### src/rtl/data_mem_loader_if.sv
// data_mem_loader_if
//   Bundles the UART byte stream, the CPU store port and the memory write
//   port seen by data_mem_loader. Names are from the loader's point of view:
//   i_* are loader inputs, o_* are loader outputs.
//   Signals:
//     i_rx_data/i_rx_valid          byte + 1-cycle strobe from UART receiver
//     i_cpu_write_en/addr/wdata     CPU store request
//     o_mem_write_en/addr/wdata     memory write port (sampled on negedge)
//     o_cpu_stall, o_load_busy      CPU hold / loader active
//     o_load_done, o_load_err       1-cycle completion / error pulses
//   Modports: slave = loader, master = whoever drives the loader.
interface data_mem_loader_if #(parameter int ADDR_W = 4);
  logic [7:0]        i_rx_data;
  logic              i_rx_valid;
  logic              i_cpu_write_en;
  logic [ADDR_W-1:0] i_cpu_addr;
  logic [15:0]       i_cpu_wdata;
  logic              o_mem_write_en;
  logic [ADDR_W-1:0] o_mem_addr;
  logic [15:0]       o_mem_wdata;
  logic              o_cpu_stall;
  logic              o_load_busy;
  logic              o_load_done;
  logic              o_load_err;

  modport slave (
    input  i_rx_data, i_rx_valid, i_cpu_write_en, i_cpu_addr, i_cpu_wdata,
    output o_mem_write_en, o_mem_addr, o_mem_wdata,
           o_cpu_stall, o_load_busy, o_load_done, o_load_err
  );

  modport master (
    output i_rx_data, i_rx_valid, i_cpu_write_en, i_cpu_addr, i_cpu_wdata,
    input  o_mem_write_en, o_mem_addr, o_mem_wdata,
           o_cpu_stall, o_load_busy, o_load_done, o_load_err
  );
endinterface

### src/rtl/data_mem_loader.sv
// data_mem_loader
//   Sequencer/arbiter in front of the data memory's single write port.
//   A frame is SYNC_BYTE followed by WORDS little-endian 16-bit words; each
//   word is written to BASE_ADDR+idx (wrapping) one cycle after its high
//   byte arrives. The CPU is stalled for the whole load; when idle, CPU
//   stores pass straight through to the memory.
//   Ports:
//     i_clk    rising-edge clock
//     i_reset  asynchronous, active-low reset
//     bus      data_mem_loader_if.slave (UART, CPU and memory signals)
//   Configuration macro: LOADER_CHECKSUM_EN
//     defined   -> a trailing XOR checksum byte follows the last word (CHK
//                  state); mismatch pulses o_load_err together with done.
//     undefined -> no checksum; o_load_err only reports an inter-byte timeout.
module data_mem_loader #(
  parameter int          ADDR_W    = 4,
  parameter int          WORDS     = 16,
  parameter int          BASE_ADDR = 0,
  parameter logic [7:0]  SYNC_BYTE = 8'hA5,
  parameter int          TIMEOUT   = 1000
) (
  input  logic           i_clk,
  input  logic           i_reset,
  data_mem_loader_if.slave bus
);
  localparam int IDX_W = ADDR_W + 1;
  localparam int TMO_W = $clog2(TIMEOUT);

  typedef enum logic [1:0] {S_IDLE, S_LO, S_HI, S_CHK} state_t;

  state_t            r_state;
  logic [7:0]        r_lo;
  logic [IDX_W-1:0]  r_idx;
  logic [ADDR_W-1:0] r_addr;
  logic [15:0]       r_wdata;
  logic              r_wr_pend;
  logic [TMO_W-1:0]  r_tmo;
  logic              r_done;
  logic              r_err;
`ifdef LOADER_CHECKSUM_EN
  logic [7:0]        r_csum;
`else
  logic              r_fin;     // pending write is the last word of the frame
`endif

  logic w_busy, w_stall, w_tmo_hit, w_last;

  assign w_busy    = (r_state != S_IDLE);
  assign w_stall   = w_busy | r_wr_pend;
  assign w_tmo_hit = (r_tmo == TMO_W'(TIMEOUT - 1));
  assign w_last    = (r_idx == IDX_W'(WORDS - 1));

  // Loader owns the memory port while stalled; otherwise CPU pass-through.
  // The CPU write enable is gated by reset so nothing is stored while held.
  assign bus.o_mem_write_en = w_stall ? r_wr_pend : (bus.i_cpu_write_en & i_reset);
  assign bus.o_mem_addr     = w_stall ? r_addr    : bus.i_cpu_addr;
  assign bus.o_mem_wdata    = w_stall ? r_wdata   : bus.i_cpu_wdata;
  assign bus.o_cpu_stall    = w_stall;
  assign bus.o_load_busy    = w_busy;
  assign bus.o_load_done    = r_done;
  assign bus.o_load_err     = r_err;

  always_ff @(posedge i_clk or negedge i_reset) begin
    if (!i_reset) begin
      r_state   <= S_IDLE;
      r_lo      <= '0;
      r_idx     <= '0;
      r_addr    <= '0;
      r_wdata   <= '0;
      r_wr_pend <= 1'b0;
      r_tmo     <= '0;
      r_done    <= 1'b0;
      r_err     <= 1'b0;
`ifdef LOADER_CHECKSUM_EN
      r_csum    <= '0;
`else
      r_fin     <= 1'b0;
`endif
    end else begin
      r_wr_pend <= 1'b0;
      r_err     <= 1'b0;
`ifdef LOADER_CHECKSUM_EN
      r_done    <= 1'b0;
`else
      r_fin     <= 1'b0;
      r_done    <= r_fin;           // done one cycle after the final write
`endif
      // Address advances after each write pulse; it then shows the next
      // load address while the CPU is held.
      if (r_wr_pend) r_addr <= r_addr + 1'b1;

      case (r_state)
        S_IDLE: begin
          if (bus.i_rx_valid && bus.i_rx_data == SYNC_BYTE) begin
            r_state <= S_LO;
            r_idx   <= '0;
            r_addr  <= ADDR_W'(BASE_ADDR);   // overrides a trailing increment
            r_tmo   <= '0;
`ifdef LOADER_CHECKSUM_EN
            r_csum  <= '0;
`endif
          end
        end
        S_LO: begin
          if (bus.i_rx_valid) begin
            r_lo    <= bus.i_rx_data;
            r_state <= S_HI;
            r_tmo   <= '0;
`ifdef LOADER_CHECKSUM_EN
            r_csum  <= r_csum ^ bus.i_rx_data;
`endif
          end else if (w_tmo_hit) begin
            r_state <= S_IDLE;
            r_err   <= 1'b1;
          end else begin
            r_tmo   <= r_tmo + 1'b1;
          end
        end
        S_HI: begin
          if (bus.i_rx_valid) begin
            r_wdata   <= {bus.i_rx_data, r_lo};
            r_wr_pend <= 1'b1;
            r_idx     <= r_idx + 1'b1;
            r_tmo     <= '0;
`ifdef LOADER_CHECKSUM_EN
            r_csum    <= r_csum ^ bus.i_rx_data;
            r_state   <= w_last ? S_CHK : S_LO;
`else
            r_fin     <= w_last;
            r_state   <= w_last ? S_IDLE : S_LO;
`endif
          end else if (w_tmo_hit) begin
            r_state <= S_IDLE;
            r_err   <= 1'b1;
          end else begin
            r_tmo   <= r_tmo + 1'b1;
          end
        end
`ifdef LOADER_CHECKSUM_EN
        S_CHK: begin
          if (bus.i_rx_valid) begin
            r_state <= S_IDLE;
            r_done  <= 1'b1;
            r_err   <= (bus.i_rx_data != r_csum);
          end else if (w_tmo_hit) begin
            r_state <= S_IDLE;
            r_err   <= 1'b1;
          end else begin
            r_tmo   <= r_tmo + 1'b1;
          end
        end
`endif
        default: r_state <= S_IDLE;
      endcase
    end
  end
endmodule

### src/flat_wrapper.sv
// flat-port wrapper written by rule: the top's interface ports become plain ports
module data_mem_loader_flat 
#(
  parameter int          ADDR_W    = 4,
  parameter int          WORDS     = 16,
  parameter int          BASE_ADDR = 0,
  parameter logic [7:0]  SYNC_BYTE = 8'hA5,
  parameter int          TIMEOUT   = 1000
)
  (i_clk, i_reset, bus_i_rx_data, bus_i_rx_valid, bus_i_cpu_write_en, bus_i_cpu_addr, bus_i_cpu_wdata, bus_o_mem_write_en, bus_o_mem_addr, bus_o_mem_wdata, bus_o_cpu_stall, bus_o_load_busy, bus_o_load_done, bus_o_load_err);
  data_mem_loader_if #(.ADDR_W(ADDR_W)) bus_i ();
  input  logic i_clk;
  input  logic i_reset;
  input wire logic [$bits(bus_i.i_rx_data)-1:0] bus_i_rx_data;
  input wire logic [$bits(bus_i.i_rx_valid)-1:0] bus_i_rx_valid;
  input wire logic [$bits(bus_i.i_cpu_write_en)-1:0] bus_i_cpu_write_en;
  input wire logic [$bits(bus_i.i_cpu_addr)-1:0] bus_i_cpu_addr;
  input wire logic [$bits(bus_i.i_cpu_wdata)-1:0] bus_i_cpu_wdata;
  output wire logic [$bits(bus_i.o_mem_write_en)-1:0] bus_o_mem_write_en;
  output wire logic [$bits(bus_i.o_mem_addr)-1:0] bus_o_mem_addr;
  output wire logic [$bits(bus_i.o_mem_wdata)-1:0] bus_o_mem_wdata;
  output wire logic [$bits(bus_i.o_cpu_stall)-1:0] bus_o_cpu_stall;
  output wire logic [$bits(bus_i.o_load_busy)-1:0] bus_o_load_busy;
  output wire logic [$bits(bus_i.o_load_done)-1:0] bus_o_load_done;
  output wire logic [$bits(bus_i.o_load_err)-1:0] bus_o_load_err;
  assign bus_i.i_rx_data = bus_i_rx_data;
  assign bus_i.i_rx_valid = bus_i_rx_valid;
  assign bus_i.i_cpu_write_en = bus_i_cpu_write_en;
  assign bus_i.i_cpu_addr = bus_i_cpu_addr;
  assign bus_i.i_cpu_wdata = bus_i_cpu_wdata;
  assign bus_o_mem_write_en = bus_i.o_mem_write_en;
  assign bus_o_mem_addr = bus_i.o_mem_addr;
  assign bus_o_mem_wdata = bus_i.o_mem_wdata;
  assign bus_o_cpu_stall = bus_i.o_cpu_stall;
  assign bus_o_load_busy = bus_i.o_load_busy;
  assign bus_o_load_done = bus_i.o_load_done;
  assign bus_o_load_err = bus_i.o_load_err;
  data_mem_loader #(.ADDR_W(ADDR_W), .WORDS(WORDS), .BASE_ADDR(BASE_ADDR), .SYNC_BYTE(SYNC_BYTE), .TIMEOUT(TIMEOUT)) u_core (.i_clk(i_clk), .i_reset(i_reset), .bus(bus_i));
endmodule
### config.mk
export PLATFORM = sky130hd
export DESIGN_NAME = data_mem_loader_flat
export DESIGN_NICKNAME = d
export VERILOG_FILES = /design/src/rtl/data_mem_loader_if.sv /design/src/rtl/data_mem_loader.sv /design/src/flat_wrapper.sv
export SDC_FILE = /design/constraint.sdc
export NUM_CORES = 1
export LEC_CHECK = 0
export CORE_MARGIN = 4
export CORE_UTILIZATION = 46
export DETAILED_ROUTE_END_ITERATION = 8
export GPL_TIMING_DRIVEN = 1
export MAX_ROUTING_LAYER = met4
export PLACE_DENSITY = 0.77
export SYNTH_ARGS = -nofsm -noshare
export SYNTH_HDL_FRONTEND = slang
export SYNTH_SLANG_ARGS = --single-unit
### constraint.sdc
create_clock -name i_clk -period 1.92 [get_ports i_clk]
set_input_delay 0.384 -clock i_clk [delete_from_list [all_inputs] [get_ports i_clk]]
set_output_delay 0.384 -clock i_clk [all_outputs]
set_load 0.05 [all_outputs]
==> results_dict.tcl <==
set metrics [dict create \
    first_pass_iters 4 \
    num_vias 2185 \
    ys_async_sr_fraction_pct 100 \
    ant_nets 0 \
    yosysMostFrequentCell "dfrtp_1" \
    syn-num-nets 270 \
    rows 27 \
    period_share_pct 119 \
    area_delta_synth_final_pct 54.3 \
    critPathKind "reg -> out" \
    cp-start-kind "flop" \
    worst_slack_ns -0.366 \
    cp-end-kind "output port" \
    antenna_found_initial 0 \
    dp.final_hpwl_mm 4.70 \
    cts_tree "yes" \
    cts_buffers 5 \
    layout.cells.non_filler 398 \
    cts_buffer_depth 2 \
    numClockSinks 49 \
    drive_gt1_share_pct 42.9 \
    drc 0 \
    core_region_area_sq_um 5510 \
    rsz0062_at_grt "true" \
    pre_cts_slack_ns -0.335 \
    ys_seq_area_share_pct 47.1 \
    place_area_sq_um 3740 \
    grt_pass1_vias 2224 \
    start_util_pct 47.3 \
    tightestPinTransition_ns 0.609 \
    wl_per_cell_um 16.8 \
    clk_pin_slew_worst_paths_ns 0.09 \
    skew_ns 0.00520 \
    gr-total-overflow 0 \
    grt_pass1_wl_mm 10.8 \
    cp.arrival_ns 1.90 \
    die_y_um 83.3 \
    grt_max_degree 50 \
    antenna_cells 0 \
    fin_hold_ws_ns 0.209 \
    multiInputGateArea_sq_um 1430 \
    syn_inst 230 \
    synth_edf_count 0 \
    ys.flop_type "dfrtp_1" \
    yosys-top-cells-count "49 x dfrtp_1, 44 x mux2_2, 18 x a21oi_1" \
    ctsHtreeMaxLevel 2 \
    finalMaxSlewViolations 0 \
    violations "negative setup slack" \
    ir_drop_uv 1300 \
    track_usage_pct 19.8 \
    synth_top_cell_by_area "dfrtp_1" \
    cts_root_buf "clkbuf_8" \
    synth-seq-cells 49 \
    crit_required_ns 1.54 \
    max_freq_ghz 0.437 \
    gp_congestion 0.809 \
    dp.cells 380 \
    setup_viol 21 \
    worst-path-max-fanout 8 \
    min_period_ns 2.29 \
    clock_latency_ns 0.30 \
    num_io_pins 57 \
    hold_viol 0 \
    nets 365 \
    power_density_nw_per_um2 1800 \
    yosysWarnings 0 \
    hold_class "in -> async" \
    design_area_sq_um 4020 \
    synth_top_area_share_pct 47.1 \
    first_iter_violations 80 \
    maxCapViolCount 0 \
    register_area_sq_um 1230 \
    netlist_top_cells_area "dfrtp_1 47%, mux2_2 19%, ha_1 3.8%, a21oi_1 3.5%, nand2_1 2.0%" \
    status "complete, but fails checks" \
    cts_hold_buf 0 \
    p_total_mw 7.24 \
    yosysUniqueCellTypes 45 \
    die_w_um 83.3 \
    totalWireLength_mm 6.70 \
    synth.avg_cell_area_sq_um 11.3 \
    viasPerCell 5.49 \
    n_fill_cell 363 \
    synth_area_sq_um 2600 \
    io_buffers 56 \
    slew-limit-headroom_pct 59.4 \
    dieArea_sq_um 6930 \
    leakagePower_nw 1.76 \
]
-- sequential cells by signal, summed over array words and instances (netlist names) --
signal / count
u_core.r_wdata: 16
u_core.r_tmo: 10
u_core.r_lo: 8
u_core.r_idx: 5
u_core.r_addr: 4
u_core.r_state: 2
u_core.bus.o_load_done: 1
u_core.bus.o_load_err: 1
u_core.r_fin: 1
u_core.r_wr_pend: 1
-- report_power, final --
part / switching [mW] / leakage [nW] / total, mW / internal (mW)
sequential: 0.248 / 0.623 / 1.64 / 1.39
combinational: 2.34 / 1.08 / 4.84 / 2.51
clock: 0.341 / 0.0574 / 0.764 / 0.423
total: 2.92 / 1.76 / 7.24 / 4.32
-- through the flow --
stage | TNS [ns] | utilization [%]
after CTS | -7.25 | 72.3
after global routing | -8.37 | 73.0
after detailed placement | -4.50 | 67.9
final | -6.71 | 73.0
after global placement | -3.12 | 67.9
after floorplan | -6.77 | -
-- critical path: stages, from the launching register on --
cell and delay [ns]:
dfrtp_1 0.39, inv_2 0.09, ha_4 0.16, clkinvlp_4 0.10, nor2_4 0.12, buf_6 0.12, buf_12 0.13, mux2_4 0.32
buf_12 0.15
-- kinds of logic (layout without fill, tap and decap cells) --
logic type / count (synthesis) / count (layout) / share of synthesized area (%)
compound gates: 45 / 46 / 11.0
xor+xnor: 3 / 3 / 1.01
fa+ha+maj: 8 / 8 / 3.84
buf+inv: 21 / 116 / 3.70
flops: 49 / 49 / 47.1
mux: 47 / 47 / 20.2
simple gates: 57 / 57 / 13.2
-- layer usage --
| metal | up-vias | global-route usage (%) | wire, um |
|---|---|---|---|
| li1 | 1034 | - | - |
| met1 | 1081 | 23.5 | 2770 |
| met2 | 58 | 33.7 | 3550 |
| met3 | 12 | 3.57 | 244 |
| met4 | 0 | 7.28 | 142 |
| met5 | - | - | 0 |
-- area by class of cell --
cell class,instances,share of cell area [%]
clock buffers,6,2.05
flip-flops and latches,49,30.5
inverters,11,1.18
clock inverters,2,0.934
well taps,72,2.24
repair buffers,97,27.5
multi-input cells,161,35.5
-- final timing paths --
| kind | slack, ns | end | cells past startpoint | startpoint |
|---|---|---|---|---|
| worst max-delay path | -0.37 | bus_o_mem_wdata[0] | 8 | u_core.r_state[1]$_DFFE_PN0P_ |
| worst min register to register | 0.36 | u_core.bus.o_load_done$_DFF_PN0_ | 0 | u_core.r_fin$_DFF_PN0_ |
| max in group asynchronous | 1.30 | u_core.r_wdata[2]$_DFFE_PN0P_ | 2 | i_reset |
| worst min-delay path | 0.21 | u_core.r_idx[2]$_DFFE_PN0P_ | 2 | i_reset |
| min in group i_clk | 0.36 | u_core.bus.o_load_done$_DFF_PN0_ | 0 | u_core.r_fin$_DFF_PN0_ |
| worst max register to register | 0.06 | u_core.r_state[1]$_DFFE_PN0P_ | 9 | u_core.r_state[0]$_DFFE_PN0P_ |
-- repair_timing --
item | 4_1_cts | 5_1_grt
setup endpoints to repair | 24 | 30
pin swaps | 3 | 5
gates resized for setup | 12 | 11
setup buffers | 6 | 4
gates cloned | 2 | 0
hold endpoints to repair | 0 | 0
-- placed cells by master (no fill, tap or decap), types with 3 or more instances in the layout --
cell type,instances
a21oi_1,17
clkbuf_8,6
dfrtp_1,49
nand3_1,5
inv_2,3
mux2i_1,3
nand2_1,14
or2_2,3
nand4_1,5
mux2_2,24
mux2_4,20
ha_1,6
and3_1,3
inv_1,6
clkdlybuf4s50_1,32
buf_4,36
nor2_1,4
buf_12,22
or3_1,5
o31ai_1,4
o21ai_0,10
buf_6,5
No activity file was read; power rests on OpenSTA's default activity.
